[src/rtl/noc_switch_allocator.sv]
// noc_switch_allocator: round-robin wormhole switch allocator for a 5-port (N,S,E,W,L) router crossbar
// Ports: in_req/in_dest/in_tail describe each input's head flit; out_ready is downstream space per output.
// in_grant pops input buffers, out_valid and *_port_select drive the crossbar (3'b111 = idle),
// alloc_err pulses while an unlocked input asks for itself or a nonexistent port.
module noc_switch_allocator #(
  parameter bit ENABLE_LOCK = 1'b1
) (
  input  logic        clk,
  input  logic        rst_n,
  input  logic [4:0]  in_req,
  input  logic [14:0] in_dest,
  input  logic [4:0]  in_tail,
  input  logic [4:0]  out_ready,
  output logic [4:0]  in_grant,
  output logic [4:0]  out_valid,
  output logic [2:0]  N_port_select,
  output logic [2:0]  S_port_select,
  output logic [2:0]  E_port_select,
  output logic [2:0]  W_port_select,
  output logic [2:0]  L_port_select,
  output logic        alloc_err
);
  logic [4:0] lock_v, locked, cand_v, fire;
  logic [2:0] lock_src [5];
  logic [2:0] rr_ptr [5];
  logic [2:0] cand [5];
  logic [2:0] dest [5];
  logic [2:0] sel [5];
  logic [2:0] s;
  always_comb begin
    locked = '0;
    cand_v = '0;
    fire = '0;
    in_grant = '0;
    alloc_err = 1'b0;
    s = '0;
    for (int i = 0; i < 5; i++) dest[i] = in_dest[3*i +: 3];
    for (int o = 0; o < 5; o++) begin
      cand[o] = 3'd0;
      sel[o] = 3'b111;
      if (lock_v[o]) locked[lock_src[o]] = 1'b1;
    end
    // Locked outputs follow their owner (body flits carry no valid dest);
    // unlocked outputs scan inputs starting at rr_ptr.
    for (int o = 0; o < 5; o++) begin
      if (lock_v[o]) begin
        cand[o] = lock_src[o];
        cand_v[o] = in_req[lock_src[o]];
      end else begin
        for (int k = 0; k < 5; k++) begin
          s = 3'((int'(rr_ptr[o]) + k) % 5);
          if (!cand_v[o] && in_req[s] && !locked[s] && dest[s] == 3'(o) && s != 3'(o)) begin
            cand_v[o] = 1'b1;
            cand[o] = s;
          end
        end
      end
    end
    for (int o = 0; o < 5; o++) begin
      fire[o] = rst_n && cand_v[o] && out_ready[o];
      if (fire[o]) begin
        sel[o] = cand[o];
        in_grant[cand[o]] = 1'b1;
      end
    end
    for (int i = 0; i < 5; i++)
      if (rst_n && in_req[i] && !locked[i] && (dest[i] > 3'd4 || dest[i] == 3'(i))) alloc_err = 1'b1;
  end
  assign out_valid = fire;
  assign N_port_select = sel[0];
  assign S_port_select = sel[1];
  assign E_port_select = sel[2];
  assign W_port_select = sel[3];
  assign L_port_select = sel[4];
  always_ff @(posedge clk) begin
    if (!rst_n) begin
      lock_v <= '0;
      for (int o = 0; o < 5; o++) begin
        lock_src[o] <= 3'd0;
        rr_ptr[o] <= 3'd0;
      end
    end else begin
      for (int o = 0; o < 5; o++) begin
        if (fire[o]) begin
          if (ENABLE_LOCK && !in_tail[cand[o]]) begin
            lock_v[o] <= 1'b1;
            lock_src[o] <= cand[o];
          end else begin
            lock_v[o] <= 1'b0;
            rr_ptr[o] <= cand[o] == 3'd4 ? 3'd0 : cand[o] + 3'd1;
          end
        end
      end
    end
  end
endmodule

[config.mk]
export PLATFORM = sky130hd
export DESIGN_NAME = noc_switch_allocator
export DESIGN_NICKNAME = d
export VERILOG_FILES = /design/src/rtl/noc_switch_allocator.sv
export SDC_FILE = /design/constraint.sdc
export NUM_CORES = 1
export LEC_CHECK = 0
export BUFFER_PORTS_ARGS = -buffer_cell sky130_fd_sc_hd__buf_2
export CORE_AREA = 2 2 110 218
export CTS_CLUSTER_SIZE = 30
export DETAILED_ROUTE_END_ITERATION = 7
export DIE_AREA = 0 0 112 220
export PLACE_DENSITY = 0.67
export SYNTH_ARGS = -nofsm -noshare
export SYNTH_HDL_FRONTEND = slang
export SYNTH_SLANG_ARGS = --single-unit
export TNS_END_PERCENT = 20
[constraint.sdc]
create_clock -name clk -period 8.6 [get_ports clk]
set_clock_uncertainty 0.2 [all_clocks]
set_input_delay 0.86 -clock clk [delete_from_list [all_inputs] [get_ports clk]]
set_output_delay 0.86 -clock clk [all_outputs]
set_load 0.05 [all_outputs]
==> impl_metrics.csv, run 1 <==
group,metric,value,unit
route,vias,12994,
setup_path,reg2reg_slack,1.54,ns
placed_design,port-buffer-count,57,
global_routing,grt_overflow,0,
clock_network,post-cts-setup-buffers,0,
synthesis,netlist_area,0.0117,mm^2
route,drt_iter0_drc,863,
synthesis,ys_types,115,
setup_path,cp-end-kind,"primary output",
synthesis,synth_edf_count,30,
outcome,outcome,"finished clean",
global_routing,global_route.usage.total,32.5,%
hold_path,min-delay-start,"lock_v[2]",
placed_design,dpl.hpwl,32900,um
setup_path,setup.worst_path.class,"flop to primary output",
die,initial_core_util,50.8,%
synthesis,synth_cells,1623,
synthesis,syn_avg_cell_area,7.24,um^2
global_routing,grt_max_degree,36,
hold_path,min_to,"lock_v[2]",
setup_path,worst_r2r_endpoint,"rr_ptr[0][2]",
sta,hold_viol_final,0,
final_layout,register_area,0.00100,mm^2
synthesis,ys_warn_count,0,
final_layout,multi_input_area,0.00997,mm^2
sta,drv_slew,0,
synthesis,ys_ff_latch,35,
setup_path,reg2reg_depth,19,
die,rows,79,
die,die_x,112,um
synthesis,yosysSeqAreaShare,8.52,%
global_routing,grt_antenna_before_repair,0,
clock_network,root_buffer,"clkbuf_16",
synthesis,async_flop_share,0,%
clock_network,cts_tree,"yes",
setup_path,crit_path_max_fanout,28,
setup_path,crit_arrival,6.44,ns
final_layout,n_antenna_cell,0,
route,post_drt_wl_per_cell,21.7,um
sta,slew_headroom,41.5,%
final_layout,fill_cells,2354,
hold_path,hold_class,"flop to flop",
die,core-area,0.0231,mm^2
clock_network,clkLatencyLatePin,0.29,ns
sta,setup_tns,0,ns
synthesis,synth_fp_nets,1771,
sta,rsz0062_at_grt,"false",
global_routing,grt_pass1_wl,65100,um
route,antenna_left,0,
route,routed_via_density,6.83,
sta,setup_viol_count_final,0,
job,cap_violations,0,
final_layout,fin_nets,1766,
final_layout,drive_gt1_share,10.1,%
setup_path,reg2reg_from,"rr_ptr[0][2]",
sta,fin_crit_sh,87.2,%
setup_path,critPathLaunchType,"flop",
clock_network,cts_resized,0,
die,die_area,0.0246,mm^2
setup_path,crit_required,7.54,ns
clock_network,clkSlewWorstSetupHoldPaths,0.06,ns
final_layout,area_growth,4.38,%
clock_network,cts-buffers-inserted,5,
clock_network,cts_buffer_depth,2,
route,drtPass1Iterations,6,
sta,min_period,7.50,ns
die,die_h,220,um
route,totalWireLength,41300,um
sta,tightest_slew,0.876,ns
die,io_pins,58,
sta,fmax,133,MHz
clock_network,htreeDepth,2,
hold_path,hold-path-cell-count,2,
synthesis,synth_top_flop_cell,"edfxtp_1",
route,route.detailed.drc,0,
clock_network,clock_sinks,35,
placed_design,gp_congestion,1.03,
clock_network,ctsHoldBuffers,0,
global_routing,grt_pass1_vias,12622,
synth_stat cells (10+ instances only):
library cell,instances,area [um^2]
edfxtp_1,30,901
a21boi_0,10,75.1
nand3_1,62,310
clkbuf_1,40,150
nor2_2,11,68.8
nor4_1,17,106
nor3b_1,15,113
o211ai_1,33,248
a21o_1,17,128
xnor2_1,30,263
and2_1,24,150
o21a_1,21,158
a31oi_1,20,125
nand4_1,16,100
o21ai_0,79,395
o22ai_1,25,156
o211a_1,17,170
nand4b_1,11,96.3
nand2b_1,36,225
nor3_1,51,255
nor2_1,111,417
inv_1,95,357
or3_1,19,119
nand2_1,156,586
nor4b_1,10,87.6
and3_1,22,138
ha_1,114,1430
o31ai_1,16,120
buf_2,28,140
mux2_2,12,135
a211oi_1,28,210
a21oi_1,81,405
mux2i_1,50,500
o221ai_1,10,87.6
nor2b_1,27,169
how the worst max path moves through the flow:
| stage | from | endpoint | slack (ns) |
|---|---|---|---|
| 4_1_cts | rr_ptr[0][3] | in_grant[2] | 1.17 |
| 5_1_grt | rr_ptr[0][3] | in_grant[2] | 0.68 |
| 3_5_place_dp | rr_ptr[0][3] | in_grant[2] | 1.52 |
| 3_3_place_gp | rr_ptr[0][10] | in_grant[4] | 1.66 |
| 2_1_floorplan | rr_ptr[0][0] | in_grant[3] | 0.64 |
| 6_report | rr_ptr[0][3] | in_grant[2] | 1.10 |
registers in the layout, indices dropped and copies added, names as in the netlist:
name / flops
lock_v: 5
lock_src: 15
rr_ptr: 15
routing by layer:
layer  track usage, %  up-vias  wire length [um]
met1             32.0     6081             14300
met5                0        -                 0
met4             24.3        0              3500
met3             4.21      212              2110
met2             61.1      518             21400
li1                 -     6183                 -
layout by cell type (no fill, tap or decap), types with 19 or more instances in the layout:
master,n
a21oi_1,81
xnor2_1,30
nor2_1,111
inv_1,95
nor2b_1,27
a211oi_1,28
edfxtp_1,30
o21ai_0,79
buf_2,57
mux2i_1,50
o22ai_1,25
o21a_1,21
nand2_1,156
o211ai_1,33
and2_1,24
ha_1,114
nand2b_1,36
or3_1,19
nand3_1,62
nor3_1,51
a31oi_1,20
and3_1,22
per-stage QoR:
| stage | setup WS [ns] | util (%) | instances | hold slack, ns | area, um^2 |
|---|---|---|---|---|---|
| floorplan | 0.636 | - | 1623 | 0.474 | 11700 |
| global placement | 1.66 | 52.3 | 1894 | 0.457 | 12100 |
| detailed placement | 1.52 | 52.3 | 1894 | 0.464 | 12100 |
| CTS | 1.17 | 53.0 | 1902 | 0.476 | 12300 |
| global route | 0.676 | 53.0 | 1902 | 0.552 | 12300 |
| finish | 1.10 | 53.0 | 1902 | 0.492 | 12300 |
kinds of logic after synthesis:
logic type | Yosys count | synth area share, %
AO/OA/AOI/OAI | 517 | 32.5
XOR/XNOR | 39 | 3.10
adder cells (fa/ha/maj) | 116 | 12.5
buffers and inverters | 186 | 6.63
flip-flops | 35 | 8.52
multiplexers | 62 | 5.41
AND/OR/NAND/NOR | 668 | 31.4
critical path, stage by stage, from the launching register on:
cell and delay, ns:
edfxtp_1 0.32, buf_4 0.28, inv_1 0.26, ha_1 0.69
inv_1 0.25, ha_1 0.27, nor2_1 0.15, a21oi_1 0.10
xnor2_1 0.36, ha_1 0.26, inv_1 0.05, o22ai_1 0.15
o21a_1 0.26, o21ba_2 0.20, o211ai_1 0.31, nand3_1 0.15
or4_1 0.44, o221ai_2 0.58, inv_1 0.17, o32ai_1 0.33
a31oi_1 0.10, o311ai_0 0.11, buf_2 0.32
final cells by class:
| type | count | share of cell area [%] |
|---|---|---|
| timing repair buffer | 70 | 3.12 |
| sequential | 35 | 8.16 |
| tap | 283 | 2.89 |
| inverter | 104 | 3.18 |
| clock buffer | 6 | 1.05 |
| multi-input combinational | 1402 | 81.3 |
| clock inverter | 2 | 0.306 |
Power of run 1 is not shown: default switching activity piles up to over one toggle a cycle in this logic, so the estimate is an artifact.
==> run 2, diff against run 1 <==
--- a/config.mk
+++ b/config.mk
@@ -7,10 +7,10 @@
 export LEC_CHECK = 0
 export BUFFER_PORTS_ARGS = -buffer_cell sky130_fd_sc_hd__buf_2
 export CORE_AREA = 2 2 110 218
-export CTS_CLUSTER_SIZE = 30
+export CTS_CLUSTER_SIZE = 28
 export DETAILED_ROUTE_END_ITERATION = 7
 export DIE_AREA = 0 0 112 220
-export PLACE_DENSITY = 0.67
+export PLACE_DENSITY = 0.68
 export SYNTH_ARGS = -nofsm -noshare
 export SYNTH_HDL_FRONTEND = slang
 export SYNTH_SLANG_ARGS = --single-unit
==> impl_metrics.csv, run 2 (synthesis gave the netlist of run 1 again) <==
group,metric,value,unit
job,cap_violations,0,
final_layout,n_antenna_cell,0,
sta,setup_tns,0,ns
placed_design,gp_congestion,1.04,
outcome,outcome,"finished clean",
clock_network,root_buffer,"clkbuf_16",
setup_path,reg2reg_depth,22,
sta,slew_headroom,28.4,%
setup_path,crit_path_max_fanout,28,
clock_network,clkSlewWorstSetupHoldPaths,0.06,ns
global_routing,global_route.usage.total,31.8,%
global_routing,grt_antenna_before_repair,0,
route,drt_iter0_drc,909,
route,antenna_left,0,
final_layout,mostFrequentLayoutCells,"nand2_1, ha_1, nor2_1, inv_1, a21oi_1",
hold_path,hold_class,"flop to flop",
sta,tightest_slew,1.07,ns
die,io_pins,58,
sta,rsz0062_at_grt,"false",
placed_design,port-buffer-count,57,
setup_path,crit_arrival,6.49,ns
final_layout,final_common_cell,"nand2_1",
hold_path,hold-path-cell-count,2,
final_layout,fill_cells,2368,
global_routing,grt_overflow,0,
die,die_area,0.0246,mm^2
global_routing,grt_pass1_wl,63800,um
die,die_x,112,um
clock_network,clkLatencyLatePin,0.29,ns
global_routing,grt_pass1_vias,12381,
die,rows,79,
final_layout,register_area,0.00100,mm^2
setup_path,setup.worst_path.class,"flop to primary output",
sta,fin_crit_sh,87.8,%
final_layout,area_growth,4.22,%
setup_path,critPathLaunchType,"flop",
setup_path,crit_required,7.54,ns
final_layout,drive_gt1_share,10.1,%
clock_network,ctsHoldBuffers,0,
sta,fmax,132,MHz
route,route.detailed.drc,0,
route,routed_via_density,6.80,
die,core-area,0.0231,mm^2
clock_network,post-cts-setup-buffers,0,
final_layout,multi_input_area,0.00997,mm^2
clock_network,cts-buffers-inserted,5,
route,post_drt_wl_per_cell,21.4,um
clock_network,cts_buffer_depth,2,
global_routing,grt_max_degree,36,
sta,hold_viol_final,0,
route,vias,12927,
route,totalWireLength,40700,um
die,initial_core_util,50.8,%
clock_network,cts_tree,"yes",
final_layout,reg.largest.list,"lock_src: 15 flops, rr_ptr: 15 flops, lock_v: 5 flops",
clock_network,cts_resized,0,
die,die_h,220,um
placed_design,dpl.hpwl,32700,um
setup_path,cp-end-kind,"primary output",
route,drtPass1Iterations,6,
final_layout,fin_nets,1766,
clock_network,htreeDepth,2,
sta,drv_slew,0,
sta,setup_viol_count_final,0,
sta,min_period,7.55,ns
clock_network,clock_sinks,35,
==> run 2: cell count changes in the layout (fill, tap and decap cells not counted), sizes merged <==
cell | before | now
bufinv | 1 | 0
clkbuf | 6 | 7
clkinvlp | 1 | 0
clkinv | 3 | 4
==> run 2: worst max-delay path, stage by stage (launching register included) <==
cell and delay [ns]:
edfxtp_1 0.33, buf_4 0.30, inv_1 0.24, ha_1 0.65
inv_1 0.23, ha_1 0.26, nor2_1 0.15, a21oi_1 0.11
xnor2_1 0.37, ha_1 0.25, inv_1 0.05, o22ai_1 0.17
o21a_1 0.27, o21ba_2 0.21, o211ai_1 0.33, nand3_1 0.14
or4_1 0.44, o221ai_2 0.64, inv_1 0.20, o32ai_1 0.33
a31oi_1 0.09, o311ai_0 0.11, buf_2 0.32
==> run 2: layer usage <==
metal	up-vias	share of wire [%]	GRT usage (%)
li1	6182	-	-
met1	6050	35	31.6
met2	498	52	60.4
met3	197	4.1	2.83
met4	0	8.5	23.5
met5	-	0	0
==> run 2: worst paths after layout <==
| path | end | start | slack (ns) |
|---|---|---|---|
| max | in_grant[2] | rr_ptr[0][3] | 1.05 |
| min | lock_v[2] | lock_v[2] | 0.49 |
| max reg2reg | rr_ptr[0][3] | rr_ptr[0][3] | 1.51 |
| min reg2reg | lock_v[2] | lock_v[2] | 0.49 |
==> run 2: area by class of cell <==
type | count | share of cell area [%]
clock buffers | 7 | 1.16
clock inverters | 1 | 0.0409
inverters | 104 | 3.19
multi-input cells | 1402 | 81.4
flip-flops and latches | 35 | 8.17
well taps | 283 | 2.89
repair buffers | 70 | 3.13
==> run 2: metrics by stage <==
step	worst slack (ns)	util [%]	std cells	cell area [um^2]	hold slack, ns
detailed placement	1.48	52.3	1894	12100	0.453
floorplan	0.636	-	1623	11700	0.474
global route	0.446	52.9	1902	12200	0.519
CTS	1.16	52.9	1902	12200	0.466
finish	1.05	52.9	1902	12200	0.492
global placement	1.71	52.3	1894	12100	0.449
Power of run 2 is left out for the same reason.
==> run 3, diff against run 2 <==
--- a/config.mk
+++ b/config.mk
@@ -11,7 +11,8 @@
 export DETAILED_ROUTE_END_ITERATION = 7
 export DIE_AREA = 0 0 112 220
 export PLACE_DENSITY = 0.68
+export REMOVE_ABC_BUFFERS = 1
 export SYNTH_ARGS = -nofsm -noshare
 export SYNTH_HDL_FRONTEND = slang
 export SYNTH_SLANG_ARGS = --single-unit
-export TNS_END_PERCENT = 20
+export TNS_END_PERCENT = 50
==> impl_metrics.csv, run 3 (synthesis gave the netlist of run 1 again) <==
group,metric,value,unit
die,initial_core_util,50.8,%
placed_design,dpl.hpwl,33700,um
setup_path,crit_path_max_fanout,16,
route,drtPass1Iterations,6,
route,totalWireLength,42200,um
sta,drv_slew,0,
clock_network,cts_buffer_depth,2,
outcome,outcome,"finished clean",
clock_network,post-cts-setup-buffers,0,
die,core-area,0.0231,mm^2
die,io_pins,58,
route,antenna_left,0,
final_layout,drive_gt1_share,10.2,%
clock_network,cts_resized,0,
clock_network,cts_tree,"yes",
final_layout,layout.cells.non_filler,1904,
final_layout,n_antenna_cell,0,
route,post_drt_wl_per_cell,22.2,um
global_routing,global_route.usage.total,33.1,%
die,die_x,112,um
final_layout,reg.largest.list,"lock_src: 15 flops, rr_ptr: 15 flops, lock_v: 5 flops",
clock_network,root_buffer,"clkbuf_16",
route,drt_iter0_drc,1107,
final_layout,area_growth,4.50,%
global_routing,grt_antenna_before_repair,0,
placed_design,gp_congestion,1.07,
clock_network,ctsHoldBuffers,0,
clock_network,htreeDepth,2,
die,rows,79,
setup_path,critPathLaunchType,"flop",
die,die_area,0.0246,mm^2
route,route.detailed.drc,0,
hold_path,hold_class,"flop to flop",
final_layout,fin_nets,1768,
clock_network,clkSlewWorstSetupHoldPaths,0.06,ns
setup_path,crit_required,7.54,ns
sta,setup_viol_count_final,0,
sta,hold_viol_final,0,
sta,setup_tns,0,ns
sta,fmax,132,MHz
setup_path,cp-end-kind,"primary output",
global_routing,grt_overflow,0,
job,cap_violations,0,
setup_path,setup.worst_path.class,"flop to primary output",
route,routed_via_density,6.95,
clock_network,clkLatencyLatePin,0.29,ns
sta,fin_crit_sh,87.8,%
setup_path,crit_arrival,6.49,ns
final_layout,final_common_cell,"nand2_1",
global_routing,grt_pass1_wl,66200,um
placed_design,dp_cells,1896,
final_layout,mostFrequentLayoutCells,"nand2_1, ha_1, nor2_1, inv_1, a21oi_1",
placed_design,port-buffer-count,57,
clock_network,clock_sinks,35,
sta,rsz0062_at_grt,"false",
global_routing,grt_pass1_vias,12501,
route,vias,13239,
sta,tightest_slew,1.33,ns
sta,slew_headroom,10.6,%
die,die_h,220,um
clock_network,cts-buffers-inserted,5,
global_routing,grt_max_degree,36,
sta,min_period,7.55,ns
==> run 3: changes by cell type in the layout (fill, tap and decap cells not counted), sizes merged <==
cell,change
buf,+2
bufinv,+1
clkbuf,-1
clkinv,-1
clkinvlp,+1
==> run 3: layout make-up <==
type	instances	area [um^2]
inverter	104	390
fill	2346	10900
sequential	35	1000
clock buffer	6	129
tap	283	354
clock inverter	2	37.5
multi-input combinational	1402	9970
timing repair buffer	72	398
==> run 3: worst max-delay path: stages, from the launching register on <==
cell and delay (ns):
edfxtp_1 0.78, inv_1 0.21, ha_1 0.43, o31ai_1 0.32, xnor2_1 0.15, ha_1 0.22, fa_1 0.40, or3b_1 0.20
a21boi_1 0.40, xnor2_1 0.22, mux2i_1 0.27, o211ai_1 0.18, nor4b_2 0.29, o21ai_0 0.18, o31ai_1 0.72, inv_1 0.27
and3_1 0.22, a311oi_1 0.28, o311ai_0 0.19, buf_2 0.25
==> run 3: layer usage <==
| layer | routed length, um | vias up | track usage [%] |
|---|---|---|---|
| met5 | 0 | - | 0 |
| li1 | - | 6185 | - |
| met2 | 22000 | 568 | 62.7 |
| met1 | 14400 | 6252 | 32.8 |
| met3 | 2070 | 234 | 3.60 |
| met4 | 3700 | 0 | 24.3 |
==> run 3: final timing paths <==
path | start | endpoint | slack, ns | cells after the start
worst max-delay path | rr_ptr[0][2] | in_grant[4] | 1.05 | 19
worst min-delay path | lock_v[2] | lock_v[2] | 0.48 | 2
worst max register to register | rr_ptr[0][2] | rr_ptr[0][12] | 1.49 | 19
worst min register to register | lock_v[2] | lock_v[2] | 0.48 | 2
==> run 3: through the flow <==
step | utilization [%] | hold WS (ns) | setup WS (ns) | cell area [um^2]
2_1_floorplan | - | 0.370 | 0.430 | 11400
3_3_place_gp | 52.4 | 0.453 | 1.71 | 12100
3_5_place_dp | 52.4 | 0.452 | 1.55 | 12100
4_1_cts | 53.1 | 0.463 | 1.22 | 12300
5_1_grt | 53.1 | 0.561 | 0.567 | 12300
6_report | 53.1 | 0.481 | 1.05 | 12300
Power of run 3 is left out for the same reason.
